[src/rtl/ifetch_icache_pkg.sv]
// Shared constants and FSM encoding for the instruction fetch stage and its cache.
package ifetch_icache_pkg;

    localparam logic [31:0] FETCH_BYTES      = 32'd4;
    localparam logic [3:0]  FETCH_REMAIN     = 4'd4;
    localparam logic [31:0] RESET_PC_DEFAULT = 32'h0;

    typedef enum logic {
        StRun  = 1'b0,
        StWait = 1'b1
    } fetch_state_e;

endpackage

[src/rtl/ifetch_icache_array.sv]
// Direct-mapped one-word-per-line storage: combinational lookup, synchronous fill.
module ifetch_icache_array #(
    parameter int unsigned IDX_BITS = 6,
    parameter int unsigned TAG_BITS = 10
) (
    input  logic                clk,
    input  logic                rst,
    input  logic [IDX_BITS-1:0] rd_idx,
    input  logic [TAG_BITS-1:0] rd_tag,
    output logic                rd_hit,
    output logic [31:0]         rd_data,
    input  logic                we,
    input  logic [IDX_BITS-1:0] wr_idx,
    input  logic [TAG_BITS-1:0] wr_tag,
    input  logic [31:0]         wr_data
);

    localparam int unsigned Lines = 2 ** IDX_BITS;

    logic [Lines-1:0]    valid_q;
    logic [TAG_BITS-1:0] tag_q  [Lines];
    logic [31:0]         data_q [Lines];

    // Only the valid bits need reset; tag/data are qualified by them.
    always_ff @(posedge clk) begin
        if (rst) begin
            valid_q <= '0;
        end else if (we) begin
            valid_q[wr_idx] <= 1'b1;
        end
    end

    always_ff @(posedge clk) begin
        if (we) begin
            tag_q[wr_idx]  <= wr_tag;
            data_q[wr_idx] <= wr_data;
        end
    end

    assign rd_hit  = valid_q[rd_idx] && (tag_q[rd_idx] == rd_tag);
    assign rd_data = data_q[rd_idx];

endmodule

[src/rtl/ifetch_icache.sv]
// Fetch stage: PC register, hit/miss FSM, memory request pulse and a one-entry output slot.
module ifetch_icache
    import ifetch_icache_pkg::*;
#(
    parameter int unsigned IDX_BITS  = 6,
    parameter int unsigned ADDR_BITS = 18,
    parameter logic [31:0] RESET_PC  = RESET_PC_DEFAULT
) (
    input  logic        clk,
    input  logic        rst,
    input  logic        rdy,
    input  logic        clear,
    input  logic [31:0] clear_pc,
    output logic        mem_req,
    output logic [31:0] mem_addr,
    output logic [3:0]  mem_remain,
    input  logic        mem_ready,
    input  logic [31:0] mem_data,
    output logic        inst_valid,
    output logic [31:0] inst_data,
    output logic [31:0] inst_pc,
    input  logic        inst_ready
);

    localparam int unsigned TagBits = ADDR_BITS - IDX_BITS - 2;

    fetch_state_e        state_q;
    logic [31:0]         pc_q;
    logic                mem_req_q;
    logic [31:0]         mem_addr_q;
    logic [3:0]          mem_remain_q;
    logic                inst_valid_q;
    logic [31:0]         inst_data_q;
    logic [31:0]         inst_pc_q;

    logic [IDX_BITS-1:0] idx;
    logic [TagBits-1:0]  tag;
    logic                line_hit;
    logic [31:0]         line_data;
    logic                slot_free;
    logic                fill;
    logic [31:0]         pc_plus4;

    assign idx       = pc_q[IDX_BITS+1:2];
    assign tag       = pc_q[ADDR_BITS-1:IDX_BITS+2];
    assign slot_free = !inst_valid_q || inst_ready;
    assign pc_plus4  = pc_q + FETCH_BYTES;
    // The line is written even when a simultaneous clear discards the forwarded word.
    assign fill      = !rst && rdy && (state_q == StWait) && mem_ready;

    ifetch_icache_array #(
        .IDX_BITS (IDX_BITS),
        .TAG_BITS (TagBits)
    ) u_array (
        .clk     (clk),
        .rst     (rst),
        .rd_idx  (idx),
        .rd_tag  (tag),
        .rd_hit  (line_hit),
        .rd_data (line_data),
        .we      (fill),
        .wr_idx  (idx),
        .wr_tag  (tag),
        .wr_data (mem_data)
    );

    always_ff @(posedge clk) begin
        if (rst) begin
            state_q      <= StRun;
            pc_q         <= RESET_PC;
            mem_req_q    <= 1'b0;
            mem_addr_q   <= '0;
            mem_remain_q <= '0;
            inst_valid_q <= 1'b0;
            inst_data_q  <= '0;
            inst_pc_q    <= '0;
        end else begin
            mem_req_q    <= 1'b0;
            mem_addr_q   <= '0;
            mem_remain_q <= '0;
            if (rdy) begin
                if (clear) begin
                    pc_q         <= clear_pc;
                    inst_valid_q <= 1'b0;
                    state_q      <= StRun;
                end else begin
                    if (inst_valid_q && inst_ready) begin
                        inst_valid_q <= 1'b0;
                    end
                    unique case (state_q)
                        StRun: begin
                            if (slot_free && line_hit) begin
                                inst_valid_q <= 1'b1;
                                inst_data_q  <= line_data;
                                inst_pc_q    <= pc_q;
                                pc_q         <= pc_plus4;
                            end else if (slot_free) begin
                                mem_req_q    <= 1'b1;
                                mem_addr_q   <= pc_q;
                                mem_remain_q <= FETCH_REMAIN;
                                state_q      <= StWait;
                            end
                        end
                        StWait: begin
                            if (mem_ready) begin
                                inst_valid_q <= 1'b1;
                                inst_data_q  <= mem_data;
                                inst_pc_q    <= pc_q;
                                pc_q         <= pc_plus4;
                                state_q      <= StRun;
                            end
                        end
                        default: state_q <= StRun;
                    endcase
                end
            end
        end
    end

    assign mem_req    = mem_req_q;
    assign mem_addr   = mem_addr_q;
    assign mem_remain = mem_remain_q;
    assign inst_valid = inst_valid_q;
    assign inst_data  = inst_data_q;
    assign inst_pc    = inst_pc_q;

endmodule

[config.mk]
export PLATFORM = sky130hd
export DESIGN_NAME = ifetch_icache
export DESIGN_NICKNAME = d
export VERILOG_FILES = /design/src/rtl/ifetch_icache_pkg.sv /design/src/rtl/ifetch_icache_array.sv /design/src/rtl/ifetch_icache.sv
export SDC_FILE = /design/constraint.sdc
export NUM_CORES = 2
export LEC_CHECK = 0
export ABC_CLOCK_PERIOD_IN_PS = 14900
export CORE_AREA = 2 2 423 425
export DETAILED_ROUTE_END_ITERATION = 8
export DIE_AREA = 0 0 425 427
export PLACE_DENSITY = 0.82
export SLEW_MARGIN = 25
export SYNTH_ARGS = -nofsm -noshare
export SYNTH_HDL_FRONTEND = slang
export SYNTH_SLANG_ARGS = --single-unit
export TNS_END_PERCENT = 1
[constraint.sdc]
create_clock -name clk -period 14.9 [get_ports clk]
set_input_delay 2.98 -clock clk [delete_from_list [all_inputs] [get_ports clk]]
set_output_delay 2.98 -clock clk [all_outputs]
set_load 0.05 [all_outputs]
==> impl_metrics.tcl <==
set metrics [dict create \
    min_to "inst_pc[8]" \
    wl_um 336000 \
    initialDrtViolationCount 11100 \
    power_density_mw_per_mm2 137 \
    syn_inst 5095 \
    fin_util_pct 70.6 \
    hpwl_um 169000 \
    fillers 9587 \
    mostFrequentLayoutCells "edfxtp_1 (2,688), mux4_2 (744), clkbuf_16 (302)" \
    async_flop_share_pct 0 \
    ctsHtreeMaxLevel 5 \
    rr_worst_depth 13 \
    r2r-end "inst_data[13]" \
    synth_edf_count 2688 \
    layout_commonest_cell "edfxtp_1" \
    pre_cts_ws_ps 7640 \
    synth_area_sq_mm 0.111 \
    grt_max_degree 148 \
    ir_worst_vdd_uv 132 \
    finalNonFillerCells 8017 \
    clock.fmax_mhz 143 \
    r2r_slack_ps 7920 \
    die_area_sq_mm 0.181 \
    wire_per_inst_um 41.9 \
    cts_tree "built" \
    setup_slack_ps 7920 \
    p_leak_nw 38.3 \
    path_max_fanout 100 \
    hold_buffers 0 \
    hp-class "reg -> reg" \
    via_per_inst 7.54 \
    min_from "inst_pc[8]" \
    finalSetupViolCount 0 \
    drive_above_1_share_pct 25.8 \
    yosysSeqAreaShare_pct 76.5 \
    grt-ovfl-total 0 \
    grtUsageTotal_pct 37.5 \
    synth_area_per_cell_sq_um 21.7 \
    die-height_um 427 \
    finalSetupTns_ps 0 \
    synth.distinct_cells 79 \
    cp-end-kind "flop" \
    finalHoldViolCount 0 \
    ys_ff_latch 2890 \
    fin_crit_ps 6980 \
    layout.nets 5493 \
    start_kind "flop" \
    worstSkewPairLatency_ps 950 \
    status "finished, final reports clean" \
    row_count 155 \
    cts_inserted_buffers 293 \
    slew_viol_final 0 \
    die_width_um 425 \
    cts-root-buf "clkbuf_16" \
    critPathKind "reg -> reg" \
    whs_path_depth 2 \
    drtAntennaViolNets 0 \
    rsz0062_at_grt "no" \
    grt_pass1_vias 60000 \
    worst_pin_slew_ps 1200 \
    cts_resized 0 \
    start_util_pct 62.5 \
    clk_transition_reported_paths_ps 60 \
    cts_sinks 2890 \
    multi_input_area_sq_mm 0.0251 \
    maxCapViolCount 0 \
    placedCellCount 7479 \
    drc 0 \
    synth_ff_type "edfxtp_1" \
    io_pins 172 \
    antenna_found_initial 27 \
    cts_setup_buffers 0 \
    synth_warnings 0 \
    syn_to_final_growth_pct 12.9 \
    coreArea_sq_mm 0.177 \
    grt_pass1_wl_um 468000 \
    fin_skew_ps 85.3 \
    firstDrtPassIters 6 \
    gp_congestion 0.910 \
    seq_area_sq_mm 0.0848 \
    arrival_ps 7820 \
    critPathRequiredTime_ps 15730 \
    num_vias 60400 \
    slew_headroom_pct 19.5 \
    period_share_pct 46.9 \
    portBuffers 168 \
    cts_max_path_buffers 4 \
]
worst max-delay path: stages, from the launching register on:
cell      delay [ps]
dfxtp_4          850
buf_12           640
buf_4            880
mux4_2           620
mux2i_1          420
a221oi_1         180
a221o_1          350
a2111o_1         350
a222oi_1         390
nand4_2          320
o31ai_4          290
buf_4            820
nor2_1           150
a211oi_1         350
where the power goes:
part           internal [mW]  switching [mW]
logic                  0.335           0.592
registers               8.87          0.0309
clock network           4.16            3.10
cells by family (layout without fill, tap and decap cells):
kind of cell,count (synthesis),after routing,share of synthesized area [%]
AO/OA/AOI/OAI,328,328,2.22
XOR/XNOR,4,4,0.0316
adder cells (fa/ha/maj),1,1,0.0113
buffers and inverters,314,847,1.30
flip-flops,2890,2890,76.5
multiplexers,1032,1032,17.7
other,1,35,0.00338
AND/OR/NAND/NOR,525,525,2.20
final cells by class:
cell class	count	share of cell area, %
antenna	32	0.0640
clock buffer	375	6.35
clock inverter	128	0.978
inverter	18	0.0600
multi-input combinational	1893	20.1
sequential	2890	67.8
tap	2355	2.36
timing repair buffer	326	2.29
worst max-delay path by stage:
stage | start | endpoint | slack (ps)
finish | flop | inst_data[13] | 7920
global route | flop | inst_data[13] | 7760
CTS | flop | inst_data[13] | 8120
detailed placement | rdy | u_array.data_q[6][13] | 7640
global placement | rdy | u_array.data_q[6][13] | 7670
floorplan | rdy | u_array.data_q[63][0] | 7830
synthesized netlist by cell type, drive strengths merged, types with 7 or more instances:
master	number	area share, %
o21a	40	0.27
o32ai	10	0.12
mux2i	276	2.5
clkbuf	151	0.51
nor2b	13	0.073
nand3	68	0.31
mux2	12	0.12
edfxtp	2688	73
a211oi	46	0.31
dfxtp	202	3.6
nor4	19	0.11
and3	13	0.073
a22o	7	0.055
and2	30	0.17
o21ai	29	0.13
nand2	68	0.23
nand2b	8	0.045
nor3	22	0.099
buf	145	0.73
a21oi	30	0.14
a22oi	83	0.56
mux4	744	15
nor2	244	0.83
o22ai	13	0.073
inv	17	0.058
nand4	15	0.090
layer usage:
| layer | GRT usage [%] | vias to the layer above | routed length (um) |
|---|---|---|---|
| li1 | - | 22000 | - |
| met4 | 27.5 | 14 | 29700 |
| met3 | 10.5 | 1392 | 43700 |
| met2 | 58.8 | 6311 | 160000 |
| met5 | 0 | - | 88 |
| met1 | 45.2 | 30700 | 103000 |
through the flow:
| step | cell area, sq um | total power [mW] | hold WS [ps] |
|---|---|---|---|
| floorplan | 111000 | 9.56 | 435 |
| global placement | 116000 | 9.92 | 441 |
| detailed placement | 116000 | 9.94 | 454 |
| CTS | 125000 | 17.1 | 482 |
| global route | 125000 | 17.4 | 508 |
| finish | 125000 | 17.1 | 493 |
flip-flops by register name (all words and copies together) (netlist names), named ones only:
signal / count
inst_pc: 32
mem_addr: 32
mem_req: 1
inst_valid: 1
inst_data: 32
u_array.tag_q: 640
u_array.valid_q: 64
mem_remain: 1
state_q: 1
u_array.data_q: 2048
pc_q: 32
Power figures use the tool's default switching activity.
